$ cat src/rtl/instr_fetch_unit.sv
// Instruction fetch: reads program memory into a DEPTH-entry prefetch FIFO and decodes the head word for the CPU.
// Latency: an accept at edge N shows as out_valid in cycle N+1 (empty FIFO); one word per cycle with zero-wait memory.
// Backpressure: out_ready=0 lets the FIFO fill, and mem_req drops while it is full; a redirect flushes everything.
module instr_fetch_unit #(
    parameter int          DEPTH    = 4,
    parameter logic [11:0] RESET_PC = 12'h000
) (
    input  logic        clk,
    input  logic        reset,
    output logic        mem_req,
    output logic [11:0] mem_addr,
    input  logic        mem_ack,
    input  logic [15:0] mem_rdata,
    input  logic        redirect,
    input  logic [11:0] redirect_pc,
    output logic        out_valid,
    input  logic        out_ready,
    output logic [2:0]  out_opcode,
    output logic        out_am,
    output logic [11:0] out_addr,
    output logic [11:0] out_pc
);

    localparam int            AW       = $clog2(DEPTH);
    localparam logic [AW:0]   FULL_CNT = (AW+1)'(DEPTH);
    localparam logic [2:0]    OP_HALT  = 3'b111;

    typedef enum logic [1:0] {FETCH, FLUSH, HALT} state_t;

    state_t          state, state_nxt;
    logic            run;
    logic [11:0]     fetch_pc;
    logic [27:0]     fifo_mem [DEPTH];
    logic [AW-1:0]   wr_ptr, rd_ptr;
    logic [AW:0]     count;
    logic            full, accept, pop;
    logic [27:0]     head;

    assign full      = (count == FULL_CNT);
    assign accept    = mem_req & mem_ack;
    assign out_valid = (count != '0);
    assign pop       = out_valid & out_ready;
    assign mem_addr  = fetch_pc;

    always_ff @(posedge clk) begin
        if (!reset) state <= FETCH;
        else        state <= state_nxt;
    end

    always_comb begin
        state_nxt = state;
        mem_req   = 1'b0;
        case (state)
            FETCH: begin
                // run holds requests off until the first cycle after reset is released
                mem_req = run & ~full;
                if (mem_req && mem_ack && mem_rdata[15:13] == OP_HALT) state_nxt = HALT;
            end
            FLUSH:   state_nxt = FETCH;
            HALT:    state_nxt = HALT;
            default: state_nxt = FETCH;
        endcase
        if (redirect) state_nxt = FLUSH;
    end

    always_ff @(posedge clk) begin
        if (!reset) begin
            run      <= 1'b0;
            fetch_pc <= RESET_PC;
            wr_ptr   <= '0;
            rd_ptr   <= '0;
            count    <= '0;
        end else begin
            run <= 1'b1;
            if (redirect) begin
                fetch_pc <= redirect_pc;
                wr_ptr   <= '0;
                rd_ptr   <= '0;
                count    <= '0;
            end else begin
                if (accept) begin
                    wr_ptr   <= wr_ptr + AW'(1);
                    fetch_pc <= fetch_pc + 12'd1;
                end
                if (pop) rd_ptr <= rd_ptr + AW'(1);
                case ({accept, pop})
                    2'b10:   count <= count + (AW+1)'(1);
                    2'b01:   count <= count - (AW+1)'(1);
                    default: count <= count;
                endcase
            end
        end
    end

    // Storage needs no reset: empty entries are masked at the outputs.
    always_ff @(posedge clk) begin
        if (accept) fifo_mem[wr_ptr] <= {mem_rdata, fetch_pc};
    end

    assign head       = out_valid ? fifo_mem[rd_ptr] : 28'd0;
    assign out_opcode = head[27:25];
    assign out_am     = head[24];
    assign out_addr   = head[23:12];
    assign out_pc     = head[11:0];

endmodule

$ cat config.mk
export PLATFORM = sky130hd
export DESIGN_NAME = instr_fetch_unit
export DESIGN_NICKNAME = d
export VERILOG_FILES = /design/src/rtl/instr_fetch_unit.sv
export SDC_FILE = /design/constraint.sdc
export NUM_CORES = 1
export LEC_CHECK = 0
export BUFFER_PORTS_ARGS = -buffer_cell sky130_fd_sc_hd__buf_2
export CORE_MARGIN = 5
export CORE_UTILIZATION = 26
export DETAILED_ROUTE_END_ITERATION = 8
export SYNTH_ARGS = -nofsm -noshare
export SYNTH_HDL_FRONTEND = slang
export SYNTH_SLANG_ARGS = --single-unit
export TNS_END_PERCENT = 1
$ cat constraint.sdc
create_clock -name clk -period 2.5 [get_ports clk]
set_input_delay 0 -clock clk [delete_from_list [all_inputs] [get_ports clk]]
set_output_delay 0 -clock clk [all_outputs]
set_load 0.02 [all_outputs]
==> out/qor.csv <==
stage,metric,value,unit
floorplan,die_h,155.2,µm
floorplan,initial_core_util,26.24,%
logic_synthesis,synth_common_cells,"edfxtp_1 (112), and2_1 (35), mux4_2 (28)",
floorplan,die_x,155.2,µm
layout,fillers,2015,
detailed_routing,antenna_left,0,
logic_synthesis,syn_nets,356,
worst_setup_path,cp-end-kind,flip-flop,
worst_setup_path,cp.required,2.80,ns
place,gp_congestion,0.7662,
worst_setup_path,ff2ff_path_depth,6,
min_path,hold_path_depth,2,
place,dp_hpwl,7791,µm
floorplan,core,0.02089,mm²
worst_setup_path,worstSetupStartpointType,flip-flop,
global_routing,antenna_found_initial,0,
worst_setup_path,path_depth,6,
logic_synthesis,syn-instance-count,316,
clock_network,cts_root_buf,clkbuf_16,
floorplan,dieArea,0.02409,mm²
layout,layout.nets,479,
timing,worst_slack,0.1253,ns
layout,utilization,34.51,%
logic_synthesis,syn_avg_cell_area,17.35,µm²
power,power,5.340,mW
layout,stdcell_area,0.007209,mm²
logic_synthesis,yosysTopAreaCell,edfxtp_1,
worst_setup_path,path_max_fanout,7,
logic_synthesis,ys_ff_latch,136,
timing,worst_pin_slew,0.4362,ns
timing,finalCritPeriodShare,94.99,%
clock_network,cts_buffers,17,
worst_setup_path,critical_path_class,flip-flop to flip-flop,
timing,fmax,421.1,MHz
power,power_density,740.7,mW/mm²
logic_synthesis,ys_types,45,
detailed_routing,dr.pass1.iters,4,
layout,final_cell_count_no_fill,727,
logic_synthesis,async_reset_ff_share,0,%
clock_network,cts_resized,0,
floorplan,row_count,53,
worst_setup_path,regToRegStartpoint,state[1]$_SDFFE_PP0P_,
detailed_routing,routed_via_density,4.347,
outcome,status,completed,
layout,final_layout_size_suffix_gt1_share,33.85,%
global_routing,grt_overflow_total,0,
place,place_inst,662,
clock_network,clk_pin_slew,0.06,ns
worst_setup_path,startpoint,state[1]$_SDFFE_PP0P_,
timing,setup_viol,0,
min_path,min_path_type,primary input to flip-flop,
global_routing,grt_pass1_wl,18390,µm
logic_synthesis,synthFlopType,edfxtp_1,
place,io_buffers,74,
detailed_routing,drc,0,
power,ir_worst_vdd,0.0004446,V
worst_setup_path,worst-path-buf-inv,2,
layout,area_growth_syn_to_layout,31.52,%
detailed_routing,wirelength,11810,µm
clock_network,clock_sink_count,136,
global_routing,grt_usage,10.19,%
global_routing,first_global_vias,3376,
flow_run,cap_violations,0,
layout,n_antenna_cell,0,
detailed_routing,drt_iter0_markers,161,
timing,fin_crit,2.375,ns
clock_network,clk_latency,0.41,ns
floorplan,ios,75,
logic_synthesis,synth.area.top_cells,"edfxtp_1 (61%), mux4_2 (12%), dfxtp_1 (8.8%)",
detailed_routing,vias,3160,
power,p_leak,2.528,nW
min_path,hp-start,redirect,
worst_setup_path,max_stage_delay,0.55,ns
clock_network,cts.htree.levels,4,
logic_synthesis,ys_warn_count,0,
detailed_routing,post_drt_wl_per_cell,16.24,µm
worst_setup_path,crit_family,buffers and inverters,
global_routing,grt_start_max_net_pins,31,
place,dpl_cell_area,0.006275,mm²
timing,slew_headroom,70.69,%
timing,tns,0,ns
logic_synthesis,ys_seq_area_share,70.12,%
timing,grt_setup_unrepaired,false,
logic_synthesis,yosys.area.top_type_share,61.36,%
timing,hold_ws,0.04191,ns
timing,finalHoldViolCount,0,
place,place_worst_setup_slack,0.2583,ns
worst_setup_path,worstPathCellList,"nand4bb_1, buf_4, nor3_1, xor2_1, o211a_1, dlygate4sd3_1",
timing,skew,0.007154,ns
timing,slew_viol_final,0,
clock_network,cts_tree,done,
logic_synthesis,synth_edf_count,112,
logic_synthesis,synth.most_common_cell,edfxtp_1,
clock_network,cts.path.max_buffers,2,
worst_setup_path,slowest_stage,dlygate4sd3_1,
worst_setup_path,rrSetupSlack,0.13,ns
logic_synthesis,synth_area,0.005482,mm²
worst_setup_path,cp.arrival,2.68,ns
## power by group
part | total, mW | switching, mW | internal [mW]
sequential | 2.55 | 0.0490 | 2.50
combinational | 0.288 | 0.151 | 0.138
clock | 2.50 | 0.930 | 1.57
## per-layer routing
metal	vias up	track usage, %	share of wire [%]
met5	-	0	0
met4	0	3.126	1.1
met2	77	16.82	49
met3	11	3.449	4.9
li1	1473	-	-
met1	1599	12.73	45
## repair_timing
item                                   4_1_cts  5_1_grt
setup buffers                                0        0
endpoints found under the hold margin       79        0
hold buffers                                33        0
## path summary, 6_finish.rpt
kind	to
max	mem_addr[3]$_SDFFE_PN0P_
min	state[0]$_SDFFE_PN0P_
min reg2reg	state[1]$_SDFFE_PP0P_
max reg2reg	mem_addr[3]$_SDFFE_PN0P_
## layout make-up
type | count | area, µm² | share of cell area (%)
multi-input combinational | 158 | 1535 | 21.29
tap | 275 | 344.1 | 4.773
sequential | 136 | 3845 | 53.33
inverter | 8 | 35.03 | 0.4859
clock inverter | 14 | 175.2 | 2.430
clock buffer | 18 | 429.2 | 5.953
timing repair buffer | 118 | 845.8 | 11.73
## registers in the layout, summed over array words and instances (netlist names), named ones only
register	cells
run	1
state	2
fifo_mem	112
count	3
wr_ptr	2
rd_ptr	2
mem_addr	12
## cells by family after synthesis
logic type / count (synthesis) / share of synthesized area, %
AO/OA/AOI/OAI: 24 / 2.580
AND/OR/NAND/NOR: 85 / 9.907
flip-flops: 136 / 70.12
adder cells (fa/ha/maj): 7 / 1.735
XOR/XNOR: 12 / 1.917
buffers and inverters: 22 / 1.872
multiplexers: 30 / 11.87
## layout by cell type, fill, tap and decap left out, types with 2 or more instances in the layout
| cell type | count |
|---|---|
| edfxtp_1 | 112 |
| buf_2 | 74 |
| and2_1 | 35 |
| dlygate4sd3_1 | 33 |
| mux4_2 | 28 |
| dfxtp_1 | 23 |
| clkbuf_16 | 17 |
| nor2_1 | 9 |
| o21ai_0 | 9 |
| a21oi_1 | 8 |
| inv_1 | 7 |
| xnor2_1 | 7 |
| nand2_1 | 6 |
| nand3_1 | 6 |
| ha_1 | 6 |
| buf_4 | 6 |
| xor2_1 | 5 |
| nor4_1 | 5 |
| clkinvlp_4 | 5 |
| buf_12 | 5 |
| nor3_1 | 3 |
| nand4_1 | 3 |
| bufinv_16 | 3 |
| or3_1 | 2 |
| inv_6 | 2 |
| nor4b_1 | 2 |
| a22o_1 | 2 |
| mux2i_1 | 2 |
| nor3b_1 | 2 |
| clkinv_2 | 2 |
| clkinv_4 | 2 |
Note: power is estimated with default switching activity, not from simulation.
